$ cat config.mk
export PLATFORM = sky130hd
export DESIGN_NAME = gp_cmd_sequencer_flat
export DESIGN_NICKNAME = d
export VERILOG_FILES = /design/src/rtl/gp_cmd_sequencer_if.sv /design/src/rtl/gp_cmd_sequencer.sv /design/src/flat_wrapper.sv
export SDC_FILE = /design/constraint.sdc
export NUM_CORES = 1
export LEC_CHECK = 0
export ABC_AREA = 0
export CAP_MARGIN = 20
export CORE_MARGIN = 2
export CORE_UTILIZATION = 35
export CTS_BUF_LIST = sky130_fd_sc_hd__clkbuf_8
export DETAILED_ROUTE_END_ITERATION = 10
export PLACE_DENSITY = 0.69
export SYNTH_ARGS = -nofsm -noshare
export SYNTH_HDL_FRONTEND = slang
export SYNTH_SLANG_ARGS = --single-unit
$ cat constraint.sdc
create_clock -name clk -period 3.18 [get_ports clk]
set_input_delay 0.636 -clock clk [delete_from_list [all_inputs] [get_ports clk]]
set_output_delay 0.636 -clock clk [all_outputs]
set_load 0.005 [all_outputs]
$ cat src/rtl/gp_cmd_sequencer_if.sv
`default_nettype none
// ============================================================================
//  Module   : gp_cmd_sequencer_if
//  Purpose  : Command handshake bundle between a requester and the
//             graphics-processor command sequencer.
//  Signals  : cmd_valid  - requester presents a command
//             cmd_ready  - sequencer FIFO can accept (not full)
//             cmd_op     - 0 = fill, 1 = draw
//             cmd_tl     - top-left corner, x in [25:16], y in [8:0]
//             cmd_br     - bottom-right corner, same packing
//             cmd_arg    - fill colour / ROM base in [11:0]
//  Modports : master = requester side, slave = sequencer side
//  Revision : 1.0  initial release
// ============================================================================
interface gp_cmd_sequencer_if;
   logic        cmd_valid;
   logic        cmd_ready;
   logic        cmd_op;
   logic [31:0] cmd_tl;
   logic [31:0] cmd_br;
   logic [31:0] cmd_arg;

   modport master (
      output cmd_valid, cmd_op, cmd_tl, cmd_br, cmd_arg,
      input  cmd_ready
   );

   modport slave (
      input  cmd_valid, cmd_op, cmd_tl, cmd_br, cmd_arg,
      output cmd_ready
   );
endinterface
`default_nettype wire

$ cat src/rtl/gp_cmd_sequencer.sv
`default_nettype none
// ============================================================================
//  Module   : gp_cmd_sequencer
//  Purpose  : Queues fill/draw commands in a small FIFO and replays each one
//             to the graphics processor as a register-write sequence:
//             TL, BR, ARG, CTRL(start), wait for finish, CTRL(stop).
//  Ports    : clk, rst        - clock, asynchronous active-high reset
//             cmd (slave)     - command handshake bundle
//             gp_ctrl/tl/br/arg      - register data buses to the processor
//             gp_*_we                - one-cycle write strobes
//             gp_finish       - processor done flag (looked at only in WAIT)
//             busy            - FSM active or commands queued
//             pending         - FIFO occupancy
//             timeout_err     - sticky watchdog flag
//  Options  : GP_SEQ_TIMEOUT_EN - builds a WAIT watchdog of TIMEOUT_CYCLES;
//             when undefined, WAIT lasts until gp_finish and timeout_err = 0.
//  Revision : 1.0  initial release
// ============================================================================
module gp_cmd_sequencer #(
   parameter int DEPTH          = 4,
   parameter int TIMEOUT_CYCLES = 1048576
) (
   input  logic                     clk,
   input  logic                     rst,
   gp_cmd_sequencer_if.slave        cmd,
   output logic [31:0]              gp_ctrl,
   output logic [31:0]              gp_tl,
   output logic [31:0]              gp_br,
   output logic [31:0]              gp_arg,
   output logic                     gp_ctrl_we,
   output logic                     gp_tl_we,
   output logic                     gp_br_we,
   output logic                     gp_arg_we,
   input  logic                     gp_finish,
   output logic                     busy,
   output logic [$clog2(DEPTH):0]   pending,
   output logic                     timeout_err
);

   localparam int c_PTR_W = $clog2(DEPTH);
   localparam int c_CNT_W = c_PTR_W + 1;
   // {op, tl.x[9:0], tl.y[8:0], br.x[9:0], br.y[8:0], arg[11:0]}
   localparam int c_ENT_W = 51;

   typedef enum logic [2:0] {
      S_IDLE   = 3'd0,
      S_LD_TL  = 3'd1,
      S_LD_BR  = 3'd2,
      S_LD_ARG = 3'd3,
      S_START  = 3'd4,
      S_WAIT   = 3'd5,
      S_STOP   = 3'd6
   } state_t;

   generate
      if (DEPTH < 2 || (DEPTH & (DEPTH - 1)) != 0 || TIMEOUT_CYCLES < 1) begin : g_bad_params
         $error("gp_cmd_sequencer: DEPTH must be a power of two >= 2, TIMEOUT_CYCLES >= 1");
      end
   endgenerate

   state_t               r_state;
   logic                 r_op;
   logic [c_ENT_W-1:0]   r_mem [DEPTH];
   logic [c_PTR_W-1:0]   r_wr_ptr;
   logic [c_PTR_W-1:0]   r_rd_ptr;

   logic [c_ENT_W-1:0]   w_wr_entry;
   logic [c_ENT_W-1:0]   w_head;
   logic                 w_full;
   logic                 w_push;
   logic                 w_pop;
   logic                 w_unused_bits;

   assign w_full        = (pending == c_CNT_W'(DEPTH));
   assign cmd.cmd_ready = ~w_full;
   assign w_push        = cmd.cmd_valid & ~w_full;
   // Pop only from IDLE, and only when the registered count says non-empty,
   // so an entry pushed on this same edge is never popped before it lands.
   assign w_pop         = (r_state == S_IDLE) && (pending != '0);

   assign w_wr_entry = {cmd.cmd_op,
                        cmd.cmd_tl[25:16], cmd.cmd_tl[8:0],
                        cmd.cmd_br[25:16], cmd.cmd_br[8:0],
                        cmd.cmd_arg[11:0]};
   assign w_head     = r_mem[r_rd_ptr];

   assign w_unused_bits = ^{cmd.cmd_tl[31:26], cmd.cmd_tl[15:9],
                            cmd.cmd_br[31:26], cmd.cmd_br[15:9],
                            cmd.cmd_arg[31:12]};

   assign busy = (r_state != S_IDLE) || (pending != '0);

   // ------------------------------------------------------------------------
   // Command FIFO. Storage is not reset; contents are meaningless once the
   // pointers and count are cleared.
   // ------------------------------------------------------------------------
   always_ff @(posedge clk) begin
      if (w_push) begin
         r_mem[r_wr_ptr] <= w_wr_entry;
      end
   end

   always_ff @(posedge clk or posedge rst) begin
      if (rst) begin
         r_wr_ptr <= '0;
         r_rd_ptr <= '0;
         pending  <= '0;
      end else begin
         if (w_push) begin
            r_wr_ptr <= r_wr_ptr + 1'b1;
         end
         if (w_pop) begin
            r_rd_ptr <= r_rd_ptr + 1'b1;
         end
         case ({w_push, w_pop})
            2'b10:   pending <= pending + 1'b1;
            2'b01:   pending <= pending - 1'b1;
            default: pending <= pending;
         endcase
      end
   end

   // ------------------------------------------------------------------------
   // Optional WAIT watchdog
   // ------------------------------------------------------------------------
`ifdef GP_SEQ_TIMEOUT_EN
   localparam int                c_TO_W    = $clog2(TIMEOUT_CYCLES + 1);
   localparam logic [c_TO_W-1:0] c_TO_LAST = c_TO_W'(TIMEOUT_CYCLES - 1);

   logic [c_TO_W-1:0] r_to_cnt;
   logic              r_timeout_err;

   assign timeout_err = r_timeout_err;
`else
   assign timeout_err = 1'b0;
`endif

   // ------------------------------------------------------------------------
   // Sequencer FSM. Strobes are set on the edge that enters the state they
   // belong to, so each strobe is high for exactly the cycle spent there.
   // ------------------------------------------------------------------------
   always_ff @(posedge clk or posedge rst) begin
      if (rst) begin
         r_state    <= S_IDLE;
         r_op       <= 1'b0;
         gp_ctrl    <= '0;
         gp_tl      <= '0;
         gp_br      <= '0;
         gp_arg     <= '0;
         gp_ctrl_we <= 1'b0;
         gp_tl_we   <= 1'b0;
         gp_br_we   <= 1'b0;
         gp_arg_we  <= 1'b0;
`ifdef GP_SEQ_TIMEOUT_EN
         r_to_cnt      <= '0;
         r_timeout_err <= 1'b0;
`endif
      end else begin
         gp_ctrl_we <= 1'b0;
         gp_tl_we   <= 1'b0;
         gp_br_we   <= 1'b0;
         gp_arg_we  <= 1'b0;

         case (r_state)
            S_IDLE: begin
               if (w_pop) begin
                  r_op     <= w_head[50];
                  gp_tl    <= {6'd0, w_head[49:40], 7'd0, w_head[39:31]};
                  gp_br    <= {6'd0, w_head[30:21], 7'd0, w_head[20:12]};
                  gp_arg   <= {20'd0, w_head[11:0]};
                  gp_tl_we <= 1'b1;
                  r_state  <= S_LD_TL;
               end
            end
            S_LD_TL: begin
               gp_br_we <= 1'b1;
               r_state  <= S_LD_BR;
            end
            S_LD_BR: begin
               gp_arg_we <= 1'b1;
               r_state   <= S_LD_ARG;
            end
            S_LD_ARG: begin
               // ctrl = {en, op}; en kicks the processor off
               gp_ctrl    <= {30'd0, 1'b1, r_op};
               gp_ctrl_we <= 1'b1;
               r_state    <= S_START;
            end
            S_START: begin
`ifdef GP_SEQ_TIMEOUT_EN
               r_to_cnt <= '0;
`endif
               r_state  <= S_WAIT;
            end
            S_WAIT: begin
               if (gp_finish) begin
                  gp_ctrl    <= '0;
                  gp_ctrl_we <= 1'b1;
                  r_state    <= S_STOP;
               end
`ifdef GP_SEQ_TIMEOUT_EN
               else if (r_to_cnt == c_TO_LAST) begin
                  gp_ctrl       <= '0;
                  gp_ctrl_we    <= 1'b1;
                  r_timeout_err <= 1'b1;
                  r_state       <= S_STOP;
               end else begin
                  r_to_cnt <= r_to_cnt + 1'b1;
               end
`endif
            end
            S_STOP: begin
               r_state <= S_IDLE;
            end
            default: begin
               r_state <= S_IDLE;
            end
         endcase
      end
   end

endmodule
`default_nettype wire

$ cat src/flat_wrapper.sv
// flat-port wrapper written by rule: the top's interface ports become plain ports
module gp_cmd_sequencer_flat 
#(
   parameter int DEPTH          = 4,
   parameter int TIMEOUT_CYCLES = 1048576
)
  (clk, rst, gp_ctrl, gp_tl, gp_br, gp_arg, gp_ctrl_we, gp_tl_we, gp_br_we, gp_arg_we, gp_finish, busy, pending, timeout_err, cmd_cmd_valid, cmd_cmd_op, cmd_cmd_tl, cmd_cmd_br, cmd_cmd_arg, cmd_cmd_ready);
  gp_cmd_sequencer_if cmd_i ();
  input  logic clk;
  input  logic rst;
  output logic [31:0] gp_ctrl;
  output logic [31:0] gp_tl;
  output logic [31:0] gp_br;
  output logic [31:0] gp_arg;
  output logic gp_ctrl_we;
  output logic gp_tl_we;
  output logic gp_br_we;
  output logic gp_arg_we;
  input  logic gp_finish;
  output logic busy;
  output logic [$clog2(DEPTH):0] pending;
  output logic timeout_err;
  input wire logic [$bits(cmd_i.cmd_valid)-1:0] cmd_cmd_valid;
  input wire logic [$bits(cmd_i.cmd_op)-1:0] cmd_cmd_op;
  input wire logic [$bits(cmd_i.cmd_tl)-1:0] cmd_cmd_tl;
  input wire logic [$bits(cmd_i.cmd_br)-1:0] cmd_cmd_br;
  input wire logic [$bits(cmd_i.cmd_arg)-1:0] cmd_cmd_arg;
  output wire logic [$bits(cmd_i.cmd_ready)-1:0] cmd_cmd_ready;
  assign cmd_i.cmd_valid = cmd_cmd_valid;
  assign cmd_i.cmd_op = cmd_cmd_op;
  assign cmd_i.cmd_tl = cmd_cmd_tl;
  assign cmd_i.cmd_br = cmd_cmd_br;
  assign cmd_i.cmd_arg = cmd_cmd_arg;
  assign cmd_cmd_ready = cmd_i.cmd_ready;
  gp_cmd_sequencer #(.DEPTH(DEPTH), .TIMEOUT_CYCLES(TIMEOUT_CYCLES)) u_core (.clk(clk), .rst(rst), .cmd(cmd_i), .gp_ctrl(gp_ctrl), .gp_tl(gp_tl), .gp_br(gp_br), .gp_arg(gp_arg), .gp_ctrl_we(gp_ctrl_we), .gp_tl_we(gp_tl_we), .gp_br_we(gp_br_we), .gp_arg_we(gp_arg_we), .gp_finish(gp_finish), .busy(busy), .pending(pending), .timeout_err(timeout_err));
endmodule
Word-level counts from Yosys, hierarchy flattened

Memory sizes are Yosys's and may differ from the RTL's. A register that Yosys moved wholly into a read port is not among the register bits.
Index checks and enable logic that the tools add are counted.

Output and inout port bits: 138
RAM bits: 204
Logic and storage cells: 50
Memories kept: 1
Register bits after elaboration: 46
Bits of input ports: 101

Bitwise gates (word level): 2
Add/subtract/negate cells: 4
Equal/unequal tests: 10
Reductions and logical operators: 10
Mux-type cells: 14

Memory list:

| memory       | depth | width | read ports | clocked after memory_dff | wr ports | line                   | RTL |
|---|---|---|---|---|---|---|---|
| u_core.r_mem | 4     | 51    | 1          | 1                        | 1        | gp_cmd_sequencer.sv:63 | `logic [c_ENT_W-1:0] r_mem [DEPTH];` |

Operators with widths:

| cell                  | number |
|---|---|
| $pmux W32 S2          | 1 |
| $mux W32              | 1 |
| $pmux W3 S6           | 1 |
| $eq A3 B3 Y1 const B  | 3 |
| $mux W1               | 7 |
| $eq A3 B2 Y1 const B  | 2 |
| $mux W3               | 2 |
| $pmux W3 S2           | 1 |
| $reduce_and A2 Y1     | 3 |
| $reduce_bool A3 Y1    | 2 |
| $add A2 B1 Y2 const B | 2 |
| $reduce_bool A2 Y1    | 2 |
| $add A3 B1 Y3 const B | 1 |
| $eq A3 B1 Y1 const B  | 1 |
| $logic_not A3 Y1      | 1 |
| $sub A3 B1 Y3 const B | 1 |
| $eq A2 B1 Y1 const B  | 1 |
| $eq A2 B2 Y1 const B  | 1 |
| $ne A2 B1 Y1 const B  | 1 |
| $ne A2 B2 Y1 const B  | 1 |
| $pmux W1 S2           | 1 |
| $and A1 B1 Y1         | 1 |
| $logic_and A1 B1 Y1   | 1 |
| $logic_or A1 B1 Y1    | 1 |
| $not A1 Y1            | 1 |

Depth between registers and ports, before layout

Gate-level depths: netlist of the first run.

Word-level depth: 5
Mapped depth: 11
Depth with buffers taken out: 9

Worst setup path before layout of the first run

No wires, ideal clock.

Path kind: flip-flop to flip-flop
Start point: register u_core.pending[2]
End point: memory u_core.r_mem[0][0] (enable)
Clock period less this slack: 2.354 ns
Data required time: 2.766 ns
Cell stages (with the launch flop): 3
Path slack: 0.826 ns
Arrival time: 1.940 ns
Setup time: 0.414 ns
Path buffers: 0
Path through: dfrtp_1 or3b_4 and3_1

Cells in the longest elaborated chain, start to end: 5

Ends and longest elaborated chain:

| element                       | line                    | RTL |
|---|---|---|
| start, declared               | gp_cmd_sequencer.sv:36  | `output logic [$clog2(DEPTH):0] pending,` |
| start signal, assigned        | gp_cmd_sequencer.sv:116 | `2'b10: pending <= pending + 1'b1;` |
| start signal, assigned        | gp_cmd_sequencer.sv:117 | `2'b01: pending <= pending - 1'b1;` |
| start signal, assigned        | gp_cmd_sequencer.sv:118 | `default: pending <= pending;` |
| $eq A3 B3 Y1                  | gp_cmd_sequencer.sv:74  | `assign w_full = (pending == c_CNT_W'(DEPTH));` |
| $not A1 Y1                    | --                      |  |
| named net cmd_cmd_ready       | flat_wrapper.sv:28      | `output wire logic [$bits(cmd_i.cmd_ready)-1:0] cmd_cmd_ready;` |
| $and A1 B1 Y1                 | gp_cmd_sequencer.sv:76  | `assign w_push = cmd.cmd_valid & ~w_full;` |
| $mux W1                       | gp_cmd_sequencer.sv:98  | `if (w_push) begin` |
| $mux W1 (not written as such) | gp_cmd_sequencer.sv:99  | `r_mem[r_wr_ptr] <= w_wr_entry;` |
| end, declared                 | gp_cmd_sequencer.sv:63  |  |

The timed path passes the listed nets, and every way through them passes these cells.

Final worst setup path of the first run

Start point: register u_core.pending[0]
End point: output busy

Cells in the longest elaborated chain, start to end: 2

Ends and longest elaborated chain:

| element            | line                   | RTL |
|---|---|---|
| $reduce_bool A3 Y1 | gp_cmd_sequencer.sv:91 | `assign busy = (r_state != S_IDLE) \|\| (pending != '0);` |
| $logic_or A1 B1 Y1 | gp_cmd_sequencer.sv:91 |  |
| end, declared      | flat_wrapper.sv:20     | `output logic busy;` |

Every way passes these cells.

==> results.sh, run 1 <==
export IMPL_total_leakage_power_nw=4.73
export IMPL_fmax_mhz=377
export IMPL_synth_warnings=0
export IMPL_dp_cells=1026
export IMPL_synthAdderAreaFrac=0.00772
export IMPL_yosys_area_share_simple=0.0144
export IMPL_n_antenna_cell=0
export IMPL_place_congestion=0.663
export IMPL_crit_arrival_ps=2020
export IMPL_cp_start_kind="flip-flop"
export IMPL_crit_family="simple AND/OR/NAND/NOR gates"
export IMPL_hold_viol=0
export IMPL_finalSetupTns_ps=0
export IMPL_fin_cells=1110
export IMPL_cts_resized=0
export IMPL_grt_overflow=0
export IMPL_syn_area_per_cell_um2=20.3
export IMPL_ys_ff_latch=271
export IMPL_worstPathBufferInverterCount=1
export IMPL_status="finished, final reports clean"
export IMPL_first_iter_violations=238
export IMPL_crit_type="reg2out"
export IMPL_cts_tree="done"
export IMPL_ant_nets=0
export IMPL_synth_cell_type_count=35
export IMPL_crit_fanout=6
export IMPL_p_int_w=0.00877
export IMPL_critPathSlowestCell="clkdlybuf4s50_1"
export IMPL_worstSkewPairLatency_ps=530
export IMPL_fin_skew_ps=17.8
export IMPL_die_height_um=179
export IMPL_numCtsBuffers=45
export IMPL_crit_chain="or3_4 > nand2b_1 > clkdlybuf4s50_1"
export IMPL_num_vias=4952
export IMPL_start_util=0.358
export IMPL_grt_util_all_layers=0.123
export IMPL_finalCriticalPeriod_ps=2650
export IMPL_total_power_w=0.0121
export IMPL_rows=63
export IMPL_synth_seq_area_share=0.730
export IMPL_setup_viol_count_final=0
export IMPL_portBuffers=115
export IMPL_wire_per_inst_um=17.2
export IMPL_grt_max_degree=53
export IMPL_layout_commonest_cell="edfxtp_1"
export IMPL_wl_mm=19.1
export IMPL_tightestPinTransition_ps=846
export IMPL_cts_root_buf="clkbuf_8"
export IMPL_vias_per_cell=4.46
export IMPL_antenna_found_initial=1
export IMPL_synth_area_um2=10700
export IMPL_seq_power_share=0.444
export IMPL_boundaryPins=239
export IMPL_nFillCells=2614
export IMPL_max_cap_violations=0
export IMPL_required_ps=2540
export IMPL_post_cts_buffers=0
export IMPL_switching_share=0.274
export IMPL_synth_compound_area_frac=0.00433
export IMPL_fp_dieW_um=179
export IMPL_grt_first_pass_wirelength_mm=29.5
export IMPL_dieArea_um2=32000
export IMPL_p_switching_w=0.00332
export IMPL_max_stage_delay_ps=450
export IMPL_netlist_instances=526
export IMPL_ir_worst_vdd_uv=481
export IMPL_syn2layout_area_growth_pct=21.6
export IMPL_h_tree_depth=2
export IMPL_hold_class="in2async"
export IMPL_maxSlewViolCount=0
export IMPL_coreArea_um2=29900
export IMPL_synthXorXnorAreaFrac=0.00573
export IMPL_clkPwrFrac=0.259
export IMPL_hold_buffers=0
export IMPL_hpwlAfterDp_mm=11.1
export IMPL_grt_setup_unrepaired="no"
export IMPL_fin_crit_sh=0.834
export IMPL_powerDensity_nw_per_um2=930
export IMPL_dr_pass1_iters=5
export IMPL_clk_pin_slew_ps=60
export IMPL_design_final_nets=790
export IMPL_relSlewSlack=0.436
export IMPL_cts_path_max_buffers=3
export IMPL_drive_gt1_frac=0.274
export IMPL_end_kind="output port"
export IMPL_muxShareOfSynthArea=0.165
export IMPL_pwr_share_comb=0.297
export IMPL_cts_sinks=271
export IMPL_post_route_drc_count=0
export IMPL_final_cell_mix="204 x edfxtp_1, 115 x clkdlybuf4s50_1, 77 x conb_1"
export IMPL_synth_top_family_by_area="multiplexers"
export IMPL_grt_pass1_vias=5194
-- per-stage QoR --
step | setup WS (ps) | area (um^2) | util | hold slack, ps
2_1_floorplan | 826 | 11000 | - | 481
3_3_place_gp | 651 | 12000 | 0.403 | 487
3_5_place_dp | 631 | 12000 | 0.403 | 492
4_1_cts | 461 | 13000 | 0.435 | 386
5_1_grt | 432 | 13000 | 0.435 | 410
6_report | 528 | 13000 | 0.435 | 421
-- cells by family after synthesis --
group,Yosys count
xor gates and xnor gates,7
DFF,271
AOI/OAI and AO/OA,8
other,1
buffers and inverters,106
and+or+nand+nor,22
muxes,105
adders and majority gates,6
-- per-layer routing --
metal	track usage	vias up	share of wire
met2	0.205	201	0.48
met4	0.0373	2	0.022
met3	0.0386	43	0.072
met5	0	-	0.00068
met1	0.154	2496	0.42
li1	-	2210	-
-- synth_stat cells --
cell type | count | area, um^2
a211oi_1 | 1 | 7.51
a21oi_1 | 5 | 25.0
a221oi_1 | 1 | 8.76
and2_1 | 1 | 6.26
and3_1 | 4 | 25.0
buf_2 | 2 | 10.0
buf_4 | 77 | 578
buf_6 | 11 | 124
clkbuf_1 | 7 | 26.3
conb_1 | 1 | 3.75
dfrtp_1 | 67 | 1680
edfxtp_1 | 204 | 6130
fa_1 | 1 | 20.0
ha_1 | 5 | 62.6
inv_1 | 9 | 33.8
mux2_2 | 51 | 574
mux2_4 | 1 | 15.0
mux2i_1 | 2 | 20.0
mux4_1 | 3 | 78.8
mux4_2 | 48 | 1080
nand2_1 | 3 | 11.3
nand2_4 | 1 | 11.3
nand2b_1 | 2 | 12.5
nand3_1 | 1 | 5.00
nand3b_1 | 2 | 15.0
nor2_1 | 1 | 3.75
nor3_1 | 2 | 10.0
nor3_4 | 1 | 16.3
nor3b_1 | 1 | 7.51
o21ai_0 | 1 | 5.00
or3_4 | 1 | 11.3
or3b_4 | 1 | 11.3
or4_1 | 1 | 7.51
xnor2_1 | 5 | 43.8
xor2_1 | 2 | 17.5
-- sequential cells by signal, indices dropped and copies added, names as in the netlist --
name               cells
u_core.gp_arg_we       1
u_core.gp_ctrl_we      1
u_core.gp_ctrl         2
u_core.gp_br          19
u_core.pending         3
u_core.gp_tl_we        1
u_core.r_rd_ptr        2
u_core.r_op            1
u_core.r_wr_ptr        2
u_core.r_mem         204
u_core.gp_br_we        1
u_core.r_state         3
u_core.gp_arg         12
u_core.gp_tl          19
-- power groups by stage --
| stage | clock network [W] | logic (W) | registers, W |
|---|---|---|---|
| 5_1_grt | 0.00339 | 0.00394 | 0.00549 |
| 4_1_cts | 0.00324 | 0.00371 | 0.00540 |
| 6_report | 0.00313 | 0.00359 | 0.00536 |
| 3_5_place_dp | 0 | 0.00370 | 0.00545 |
| 2_1_floorplan | 0 | 0.00246 | 0.00525 |
| 3_3_place_gp | 0 | 0.00364 | 0.00543 |
-- cell type report --
cell class              count  area, um^2  area share
flip-flops and latches    271        7810       0.601
multi-input cells         225        2420       0.186
repair buffers            131        1300      0.0997
clock buffers              53         729      0.0561
well taps                 390         488      0.0375
clock inverters            31         218      0.0168
inverters                   9        35.0     0.00270
-- final timing paths --
check	start	endpoint	slack, ps	cells past startpoint
worst max-delay path	u_core.pending[0]	busy	530	3
worst min-delay path	rst	u_core.gp_tl[17]	420	2
worst max register to register	u_core.pending[0]	u_core.pending[2]	860	9
worst min register to register	u_core.gp_tl[1]	u_core.gp_tl[1]	500	1
max in group asynchronous	rst	u_core.r_rd_ptr[0]	2080	3
min in group clk	u_core.gp_tl[1]	u_core.gp_tl[1]	500	1
Power figures use the tool's default switching activity.
==> run 2, diff against run 1 <==
- clock period: 3.18 -> 2.6 ns (I/O delays scaled with it)
==> run 2 against run 1 <==
  * Clock skew is 21 ps higher
  * Critical path type unchanged
  * Design area is 2.4% higher
  * Global-route usage is 0.17 points higher
  * Non-clock buffer count is 1 higher
==> results.sh, run 2 (synthesized netlist as in run 1, its figures left out) <==
export IMPL_status="finished, final reports clean"
export IMPL_hold_class="in2async"
export IMPL_fin_hold_ws_ps=294
export IMPL_post_route_drc_count=0
export IMPL_crit_fanout=5
export IMPL_cts_tree="done"
export IMPL_grt_util_all_layers=0.125
export IMPL_first_iter_violations=310
export IMPL_coreArea_um2=29900
export IMPL_h_tree_depth=2
export IMPL_biggestRegsByFlops="u_core.r_mem (204), u_core.gp_br (19), u_core.gp_tl (19)"
export IMPL_regMostFlops="u_core.r_mem"
export IMPL_boundaryPins=239
export IMPL_grt_max_degree=53
export IMPL_worstSkewPairLatency_ps=550
export IMPL_wl_met2_mm=9.65
export IMPL_setup_viol_count_final=0
export IMPL_ant_nets=0
export IMPL_fin_crit_sh=0.967
export IMPL_num_vias=5026
export IMPL_cp_startpoint="u_core.pending[0]"
export IMPL_crit_type="reg2out"
export IMPL_route_met3_wl_mm=1.37
export IMPL_wl_mm=19.5
export IMPL_multi_input_comb_area_um2=2420
export IMPL_rows=63
export IMPL_syn2layout_area_growth_pct=24.4
export IMPL_fmax_mhz=398
export IMPL_design_final_nets=793
export IMPL_hold_buffers=0
export IMPL_nFillCells=2556
export IMPL_end_kind="output port"
export IMPL_n_antenna_cell=0
export IMPL_portBuffers=115
export IMPL_dr_pass1_iters=4
export IMPL_start_util=0.358
export IMPL_r2r_setup_slack_ps=370
export IMPL_fin_skew_ps=38.7
export IMPL_cts_root_buf="clkbuf_8"
export IMPL_seq_area_um2=7810
export IMPL_cts_path_max_buffers=3
export IMPL_top_layer="met5"
export IMPL_wire_per_inst_um=17.5
export IMPL_finalCriticalPeriod_ps=2520
export IMPL_grt_first_pass_wirelength_mm=29.9
export IMPL_antenna_found_initial=1
export IMPL_vias_per_cell=4.51
export IMPL_fp_dieW_um=179
export IMPL_grt_pass1_vias=5250
export IMPL_finalSetupTns_ps=0
export IMPL_crit_arrival_ps=2000
export IMPL_largest_register_ffs=204
export IMPL_reg2reg_from="u_core.pending[0]"
export IMPL_place_congestion=0.664
export IMPL_total_leakage_power_nw=4.84
export IMPL_wl_met1_mm=8.10
export IMPL_grt_setup_unrepaired="no"
export IMPL_final_cell_mix="204 x edfxtp_1, 115 x clkdlybuf4s50_1, 77 x conb_1"
export IMPL_die_height_um=179
export IMPL_cts_sinks=271
export IMPL_numCtsBuffers=47
export IMPL_hold_viol=0
export IMPL_dieArea_um2=32000
export IMPL_drive_gt1_frac=0.278
export IMPL_grt_overflow=0
export IMPL_ir_worst_vdd_uv=905
export IMPL_layout_commonest_cell="edfxtp_1"
export IMPL_hpwlAfterDp_mm=11.6
export IMPL_cp_start_kind="flip-flop"
export IMPL_maxSlewViolCount=0
export IMPL_max_cap_violations=0
export IMPL_clk_pin_slew_ps=60
export IMPL_powerDensity_nw_per_um2=1170
export IMPL_required_ps=2080
==> run 2: cell count changes in the layout (fill, tap and decap cells not counted) <==
cell        previous run  this run
buf_12                 2        13
buf_4                 14         4
clkinv_2              13         4
bufinv_16              3         8
clkinvlp_4             2         6
inv_1                 19        22
clkinv_1               3         1
clkbuf_8              53        54
dfrtp_1               65        64
dfrtp_2                1         2
inv_6                  0         1
==> run 2: path summary, 6_finish.rpt <==
check,end,cells past startpoint
setup reg to reg,u_core.pending[2],9
max in group asynchronous,u_core.gp_arg_we,3
min in group clk,u_core.gp_tl[22],1
hold reg to reg,u_core.gp_tl[22],1
setup / recovery,busy,3
hold / removal,u_core.gp_tl[23],2
==> run 2: critical path, cell delays in order (launching register included) <==
cell,delay (ps)
dfrtp_2,430
or3_4,410
nand2b_1,160
clkdlybuf4s50_1,440
==> run 2: through the flow <==
stage	instances	total power [W]	util	worst slack, ps	cell area, um^2
global route	1114	0.0165	0.445	2.62	13300
global placement	1026	0.0112	0.408	233	12200
detailed placement	1026	0.0114	0.408	212	12200
finish	1114	0.0156	0.445	84.6	13300
floorplan	602	0.00943	-	246	11000
CTS	1113	0.0159	0.445	1.49	13300
==> run 2: cell type report <==
| class | count | area share |
|---|---|---|
| clock inverter | 33 | 0.0275 |
| timing repair buffer | 132 | 0.108 |
| tap | 390 | 0.0367 |
| inverter | 9 | 0.00263 |
| clock buffer | 54 | 0.0559 |
| multi-input combinational | 225 | 0.182 |
| sequential | 271 | 0.587 |
==> run 2: layer usage <==
metal,global-route usage,vias to the layer above
li1,-,2219
met1,0.158,2564
met2,0.206,204
met3,0.0377,37
met4,0.0400,2
met5,0,-
==> run 2: power by group <==
| part | total [W] | switching, W | internal (W) |
|---|---|---|---|
| logic | 0.00463 | 0.00187 | 0.00276 |
| clock network | 0.00443 | 0.00172 | 0.00271 |
| registers | 0.00653 | 0.000593 | 0.00594 |
| total | 0.0156 | 0.00418 | 0.0114 |
==> run 2: what timing repair did <==
action	4_1_cts	5_1_grt
endpoints found under the setup margin	0	1
setup buffers	0	1
resized for setup	0	1
